[config.mk]
export PLATFORM = sky130hd
export DESIGN_NAME = io_bus_initiator_flat
export DESIGN_NICKNAME = d
export VERILOG_FILES = /design/src/rtl/io_bus_initiator_if.sv /design/src/rtl/io_bus_initiator.sv /design/src/flat_wrapper.sv
export SDC_FILE = /design/constraint.sdc
export NUM_CORES = 1
export LEC_CHECK = 0
export CORE_ASPECT_RATIO = 0.9
export CORE_UTILIZATION = 36
export CTS_CLUSTER_SIZE = 20
export DETAILED_ROUTE_END_ITERATION = 12
export GPL_TIMING_DRIVEN = 0
export HOLD_SLACK_MARGIN = 0.15
export PLACE_DENSITY = 0.76
export SYNTH_ARGS = -nofsm -noshare
export SYNTH_HDL_FRONTEND = slang
export SYNTH_SLANG_ARGS = --single-unit
[constraint.sdc]
create_clock -name Sys_Clock -period 1.4 [get_ports Sys_Clock]
set_clock_uncertainty 0.05 [all_clocks]
set_input_delay 0.28 -clock Sys_Clock [delete_from_list [all_inputs] [get_ports Sys_Clock]]
set_output_delay 0.28 -clock Sys_Clock [all_outputs]
set_load 0.02 [all_outputs]
[src/rtl/io_bus_initiator_if.sv]
// KabIO initiator port bundle: CPU request/response, IO register bus and EIC interrupt handshake.
// The master modport is the initiator's view; slave is the environment (CPU, bus fabric, EIC).
interface io_bus_initiator_if #(
  parameter int INT_ID_W = 3
);
  logic                Req_Valid;
  logic                Req_Ready;
  logic                Req_Write;
  logic [29:0]         Req_Address;
  logic [31:0]         Req_WrData;
  logic                Resp_Valid;
  logic [31:0]         Resp_RdData;
  logic [29:0]         Sys_Address;
  logic                Sys_WrEn;
  logic                Sys_RdEn;
  logic [31:0]         Sys_WrData;
  logic [31:0]         Sys_RdData;
  logic                EIC_IntReq;
  logic [INT_ID_W-1:0] EIC_IntId;
  logic                EIC_IntAck;
  logic                Cpu_IntPending;
  logic [INT_ID_W-1:0] Cpu_IntId;
  logic                Cpu_IntTake;

  modport master (
    input  Req_Valid, Req_Write, Req_Address, Req_WrData, Sys_RdData,
    input  EIC_IntReq, EIC_IntId, Cpu_IntTake,
    output Req_Ready, Resp_Valid, Resp_RdData, Sys_Address, Sys_WrEn, Sys_RdEn, Sys_WrData,
    output EIC_IntAck, Cpu_IntPending, Cpu_IntId
  );

  modport slave (
    output Req_Valid, Req_Write, Req_Address, Req_WrData, Sys_RdData,
    output EIC_IntReq, EIC_IntId, Cpu_IntTake,
    input  Req_Ready, Resp_Valid, Resp_RdData, Sys_Address, Sys_WrEn, Sys_RdEn, Sys_WrData,
    input  EIC_IntAck, Cpu_IntPending, Cpu_IntId
  );
endinterface

[src/rtl/io_bus_initiator.sv]
// Processor-side KabIO register-bus master (one transaction in flight, fixed read latency)
// plus the EIC interrupt acknowledge path with a post-ack holdoff window.
module io_bus_initiator #(
  parameter int RD_LATENCY  = 1,
  parameter int ACK_HOLDOFF = 2,
  parameter int INT_ID_W    = 3
) (
  input  logic          Sys_Clock,
  input  logic          Sys_Reset,
  io_bus_initiator_if.master bus
);

  localparam int ADDR_W = 30;
  localparam int DATA_W = 32;
  localparam int CNT_W  = 2;
  localparam int HOLD_W = 3;

  typedef enum logic [2:0] {
    IDLE,
    WRITE,
    READ,
    WAIT,
    RESP
  } state_t;

  state_t              state, state_nxt;
  logic [CNT_W-1:0]    wait_cnt, wait_nxt;
  logic [ADDR_W-1:0]   address, address_nxt;
  logic [DATA_W-1:0]   wr_data, wr_data_nxt;
  logic [DATA_W-1:0]   rd_data, rd_data_nxt;
  logic                wr_en, wr_en_nxt;
  logic                rd_en, rd_en_nxt;
  logic                resp_valid, resp_valid_nxt;

  logic [HOLD_W-1:0]   holdoff, holdoff_nxt;
  logic [INT_ID_W-1:0] int_id, int_id_nxt;
  logic                int_ack, int_ack_nxt;
  logic                hold_clear;
  logic                take;

  function automatic logic [HOLD_W-1:0] sat_dec(input logic [HOLD_W-1:0] v);
    return (v == '0) ? '0 : v - 1'b1;
  endfunction

  assign hold_clear = (holdoff == '0);
  assign take       = bus.Cpu_IntTake & bus.Cpu_IntPending;

  // Bus sequencing: wait_cnt is preloaded so the last WAIT cycle is the RdData sample cycle.
  always_comb begin
    state_nxt      = state;
    wait_nxt       = wait_cnt;
    address_nxt    = address;
    wr_data_nxt    = wr_data;
    rd_data_nxt    = rd_data;
    wr_en_nxt      = 1'b0;
    rd_en_nxt      = 1'b0;
    resp_valid_nxt = 1'b0;
    case (state)
      IDLE: begin
        if (bus.Req_Valid) begin
          address_nxt = bus.Req_Address;
          if (bus.Req_Write) begin
            wr_data_nxt = bus.Req_WrData;
            wr_en_nxt   = 1'b1;
            state_nxt   = WRITE;
          end else begin
            rd_en_nxt = 1'b1;
            state_nxt = READ;
          end
        end
      end
      WRITE: state_nxt = IDLE;
      READ: begin
        wait_nxt  = CNT_W'(RD_LATENCY - 1);
        state_nxt = WAIT;
      end
      WAIT: begin
        if (wait_cnt == '0) begin
          rd_data_nxt    = bus.Sys_RdData;
          resp_valid_nxt = 1'b1;
          state_nxt      = RESP;
        end else begin
          wait_nxt = wait_cnt - 1'b1;
        end
      end
      RESP:    state_nxt = IDLE;
      default: state_nxt = IDLE;
    endcase
  end

  // Interrupt path runs independently of the bus state machine.
  always_comb begin
    int_ack_nxt = take;
    holdoff_nxt = take ? HOLD_W'(ACK_HOLDOFF) : sat_dec(holdoff);
    int_id_nxt  = hold_clear ? bus.EIC_IntId : int_id;
  end

  always_ff @(posedge Sys_Clock) begin
    if (Sys_Reset) begin
      state      <= IDLE;
      wait_cnt   <= '0;
      address    <= '0;
      wr_data    <= '0;
      rd_data    <= '0;
      wr_en      <= 1'b0;
      rd_en      <= 1'b0;
      resp_valid <= 1'b0;
      holdoff    <= '0;
      int_id     <= '0;
      int_ack    <= 1'b0;
    end else begin
      state      <= state_nxt;
      wait_cnt   <= wait_nxt;
      address    <= address_nxt;
      wr_data    <= wr_data_nxt;
      rd_data    <= rd_data_nxt;
      wr_en      <= wr_en_nxt;
      rd_en      <= rd_en_nxt;
      resp_valid <= resp_valid_nxt;
      holdoff    <= holdoff_nxt;
      int_id     <= int_id_nxt;
      int_ack    <= int_ack_nxt;
    end
  end

  assign bus.Req_Ready      = (state == IDLE);
  assign bus.Resp_Valid     = resp_valid;
  assign bus.Resp_RdData    = rd_data;
  assign bus.Sys_Address    = address;
  assign bus.Sys_WrEn       = wr_en;
  assign bus.Sys_RdEn       = rd_en;
  assign bus.Sys_WrData     = wr_data;
  assign bus.EIC_IntAck     = int_ack;
  assign bus.Cpu_IntPending = bus.EIC_IntReq & hold_clear;
  assign bus.Cpu_IntId      = int_id;

endmodule

[src/flat_wrapper.sv]
// flat-port wrapper written by rule: the top's interface ports become plain ports
module io_bus_initiator_flat 
#(
  parameter int RD_LATENCY  = 1,
  parameter int ACK_HOLDOFF = 2,
  parameter int INT_ID_W    = 3
)
  (Sys_Clock, Sys_Reset, bus_Req_Valid, bus_Req_Write, bus_Req_Address, bus_Req_WrData, bus_Sys_RdData, bus_EIC_IntReq, bus_EIC_IntId, bus_Cpu_IntTake, bus_Req_Ready, bus_Resp_Valid, bus_Resp_RdData, bus_Sys_Address, bus_Sys_WrEn, bus_Sys_RdEn, bus_Sys_WrData, bus_EIC_IntAck, bus_Cpu_IntPending, bus_Cpu_IntId);
  io_bus_initiator_if #(.INT_ID_W(INT_ID_W)) bus_i ();
  input  logic Sys_Clock;
  input  logic Sys_Reset;
  input wire logic [$bits(bus_i.Req_Valid)-1:0] bus_Req_Valid;
  input wire logic [$bits(bus_i.Req_Write)-1:0] bus_Req_Write;
  input wire logic [$bits(bus_i.Req_Address)-1:0] bus_Req_Address;
  input wire logic [$bits(bus_i.Req_WrData)-1:0] bus_Req_WrData;
  input wire logic [$bits(bus_i.Sys_RdData)-1:0] bus_Sys_RdData;
  input wire logic [$bits(bus_i.EIC_IntReq)-1:0] bus_EIC_IntReq;
  input wire logic [$bits(bus_i.EIC_IntId)-1:0] bus_EIC_IntId;
  input wire logic [$bits(bus_i.Cpu_IntTake)-1:0] bus_Cpu_IntTake;
  output wire logic [$bits(bus_i.Req_Ready)-1:0] bus_Req_Ready;
  output wire logic [$bits(bus_i.Resp_Valid)-1:0] bus_Resp_Valid;
  output wire logic [$bits(bus_i.Resp_RdData)-1:0] bus_Resp_RdData;
  output wire logic [$bits(bus_i.Sys_Address)-1:0] bus_Sys_Address;
  output wire logic [$bits(bus_i.Sys_WrEn)-1:0] bus_Sys_WrEn;
  output wire logic [$bits(bus_i.Sys_RdEn)-1:0] bus_Sys_RdEn;
  output wire logic [$bits(bus_i.Sys_WrData)-1:0] bus_Sys_WrData;
  output wire logic [$bits(bus_i.EIC_IntAck)-1:0] bus_EIC_IntAck;
  output wire logic [$bits(bus_i.Cpu_IntPending)-1:0] bus_Cpu_IntPending;
  output wire logic [$bits(bus_i.Cpu_IntId)-1:0] bus_Cpu_IntId;
  assign bus_i.Req_Valid = bus_Req_Valid;
  assign bus_i.Req_Write = bus_Req_Write;
  assign bus_i.Req_Address = bus_Req_Address;
  assign bus_i.Req_WrData = bus_Req_WrData;
  assign bus_i.Sys_RdData = bus_Sys_RdData;
  assign bus_i.EIC_IntReq = bus_EIC_IntReq;
  assign bus_i.EIC_IntId = bus_EIC_IntId;
  assign bus_i.Cpu_IntTake = bus_Cpu_IntTake;
  assign bus_Req_Ready = bus_i.Req_Ready;
  assign bus_Resp_Valid = bus_i.Resp_Valid;
  assign bus_Resp_RdData = bus_i.Resp_RdData;
  assign bus_Sys_Address = bus_i.Sys_Address;
  assign bus_Sys_WrEn = bus_i.Sys_WrEn;
  assign bus_Sys_RdEn = bus_i.Sys_RdEn;
  assign bus_Sys_WrData = bus_i.Sys_WrData;
  assign bus_EIC_IntAck = bus_i.EIC_IntAck;
  assign bus_Cpu_IntPending = bus_i.Cpu_IntPending;
  assign bus_Cpu_IntId = bus_i.Cpu_IntId;
  io_bus_initiator #(.RD_LATENCY(RD_LATENCY), .ACK_HOLDOFF(ACK_HOLDOFF), .INT_ID_W(INT_ID_W)) u_core (.Sys_Clock(Sys_Clock), .Sys_Reset(Sys_Reset), .bus(bus_i));
endmodule
==> reports/results.txt <==
area of the multi-input gates - 0.001770 sq mm
mapped cell area - 0.003990 sq mm
Avg Vias per Cell - 4.946
cell family with most CP delay - simple AND/OR/NAND/NOR gates
IO Port Bufs - 203
Clock Power Share - 38.2%
Pleak - 2.881 nW
WL/cell - 15.33 um
fin nets - 815
Core Region - 0.01081 sq mm
fmax - 0.6183 GHz
Crit. End Element - register
failing checks - negative setup slack
clk_lat worst skew - 0.34 ns
register area share after synthesis - 54.69%
Worst-path clk slew - 0.07 ns
CP max stage cell - or4b_4
placed insts - 814
Detailed Route WL - 13000 um
Comb power frac - 18.7%
P&R area growth vs syn - 75.48%
fin crit period - 1.617 ns
CTS tree - done
placed cell areas - 0.006222 sq mm
slowest stage delay, CP - 0.56 ns
max_slew headroom - 44.24%
Die Ht - 101.9 um
Site Rows - 36
Worst-Margin Slew - 0.8364 ns
post-synth top area cell - dfxtp_1
first-pass GRT wire length - 19910 um
Syn Nets - 582
hold_ws - 0.3425 ns
Die W - 113.0 um
Sw Pwr - 1.885 mW
Worst EP required - 1.55 ns
worst path cell trace - or4b_4 > buf_12 > buf_16 > o21ai_2 > a21oi_1
setup slack after layout - -0.2174 ns
critical path class - register to register
Synth Area per Inst - 8.347 sq um
cell area after layout - 0.007002 sq mm
H-tree depth - 3
area occupied by registers - 0.002196 sq mm
startpoint types - register
Overflow after GRT - 0
drt pass-1 iters - 4
Starting Density - 36.91%
clk sink count - 109
Switching Share - 24.51%
Final setup viols - 67
All-Layer GR Usage - 22.19%
Int Pwr - 5.806 mW
Hold Buf Count CTS - 0
Final Slew Violations - 0
synth unique cells - 29
remaining antenna violation count - 0
critical path peak fanout - 8
global placement routability congestion - 0.7749
Post-Layout Cell Count - 848
P per Cell Area - 1099 mW/mm^2
total number of vias - 4194
clock buffer depth - 2
status - finished with violations
Buf/Inv on CP - 2
final worst path period share - 115.5%
RSZ-0062 raised after global routing - yes
Mapped Cells - 478
ANT cells - 0
Fill cells - 915
initial drt markers - 109
Seq pwr share - 43.1%
total power - 7.691 mW
Hold Crit Class - primary input to register
Post-DP HPWL - 9218 um
initial antenna violation count - 0
I/O pin cnt - 206
Yosys reg bits - 109
Worst VDD drop - 0.6659 mV
Synth Warn # - 0
vias in the first global route - 4098
layout cell share with drive strength beyond 1 - 17.62%
Residual DRC - 0
Core Util, Final - 64.77%
CTS buffer count - 9
top cell type's share of synthesized area - 54.69%
clk root buf - clkbuf_16
top cells by area in the synthesized netlist - dfxtp_1, a21oi_1, nand2_1
largest net degree at the start of global routing - 17
endpoints failing hold - 0
DIE AREA - 0.01151 sq mm
critical path arrival - 1.77 ns
Max-Cap Viols - 0
[repair_timing]
action,CTS,global route
buffers inserted,12,3
endpoints found under the setup margin,200,135
cloned,4,4
pin swaps,19,10
resized for setup,179,75
endpoints found under the hold margin,0,0
[cells in the mapped netlist (all sizes together)]
cell,n
a211o,1
a21o,1
a21oi,97
a31oi,1
and2,2
and4b,2
buf,22
clkbuf,20
dfxtp,109
ha,1
inv,3
mux2i,3
nand2,127
nand2b,2
nand3,33
nand4b,1
nor2,8
nor3,6
nor3b,1
nor4,1
nor4b,1
o21ai,33
or4b,3
[tightest hold or removal path, stage by stage]
cell and delay [ns]:
dlygate4sd2_1 0.26, a21oi_1 0.08, nor2_1 0.07
[cells by family (layout without fill, tap and decap cells)]
kind of cell / count (synthesis) / after routing / share of synthesized area, %
AOI/OAI and AO/OA: 133 / 133 / 17.72
and+or+nand+nor: 187 / 187 / 20.73
buffers and inverters: 45 / 282 / 5.801
DFF: 109 / 109 / 54.69
adders and majority gates: 1 / 1 / 0.3135
muxes: 3 / 3 / 0.7526
[layout make-up]
cell class	instances	share of cell area, %
Clock buffer	11	3.610
Clock inverter	4	1.358
Inverter	3	0.1608
Timing Repair Buffer	225	31.36
Buffer	39	4.485
Multi-Input combinational cell	324	25.29
Tap cell	133	2.377
Sequential cell	109	31.36
[final timing paths]
check                                           startpoint                          to  slack [ns]  cells past startpoint
worst max-delay path                       u_core.state[1]   u_core.bus.Sys_WrData[24]       -0.22                      5
worst min-delay path                         bus_Req_Valid             u_core.state[1]        0.34                      3
worst max register to register             u_core.state[1]   u_core.bus.Sys_WrData[24]       -0.22                      5
worst min register to register  u_core.bus.Resp_RdData[12]  u_core.bus.Resp_RdData[12]        0.40                      2
[layout by cell type, fill, tap and decap left out, types with 2 or more instances in the layout]
cell	n
nor3_2	4
o21ai_1	3
dfxtp_1	102
dfxtp_2	5
nor2_1	8
a21oi_2	6
buf_2	2
dlygate4sd2_1	68
buf_6	10
a21oi_1	91
mux2i_1	3
buf_8	6
clkbuf_1	15
buf_16	3
inv_2	3
nand3_1	33
clkbuf_16	11
dfxtp_4	2
buf_12	2
o21ai_0	2
buf_1	2
clkdlybuf4s50_1	99
clkbuf_2	7
nand2_2	2
clkdlybuf4s15_1	29
buf_4	18
nand2_1	125
bufinv_16	3
o21ai_2	26
clkbuf_8	3
o21ai_4	2
or4b_4	3
[routing by layer]
layer	wire [um]	up-vias	global-route usage, %
met2	6413	158	39.74
li1	-	2074	-
met1	5287	1946	24.55
met5	0	-	0
met3	1085	16	8.126
met4	212	0	7.692
[metrics by stage]
step                worst slack (ns)  setup TNS [ns]
finish                       -0.2174          -9.439
global route                 -0.2565          -12.52
CTS                          -0.2581          -12.58
detailed placement           -0.6951          -45.86
global placement             -0.6500          -43.73
floorplan                    -0.1352          -7.029
[registers in the layout, indices dropped and copies added (netlist names)]
| signal | count |
|---|---|
| u_core.state | 3 |
| u_core.bus.Cpu_IntId | 3 |
| u_core.bus.EIC_IntAck | 1 |
| u_core.bus.Resp_Valid | 1 |
| u_core.bus.Sys_RdEn | 1 |
| u_core.bus.Resp_RdData | 32 |
| u_core.bus.Sys_WrData | 32 |
| u_core.bus.Sys_WrEn | 1 |
| u_core.bus.Sys_Address | 30 |
| u_core.wait_cnt | 2 |
| u_core.holdoff | 3 |
[power by group through the flow]
stage	logic [mW]	clock network [mW]	registers, mW
5_1_grt	1.54	3.13	3.33
2_1_floorplan	0.437	0	3.54
4_1_cts	1.39	3.00	3.31
3_3_place_gp	1.26	0	3.38
3_5_place_dp	1.29	0	3.38
6_report	1.44	2.94	3.32
Power figures use the tool's default switching activity.
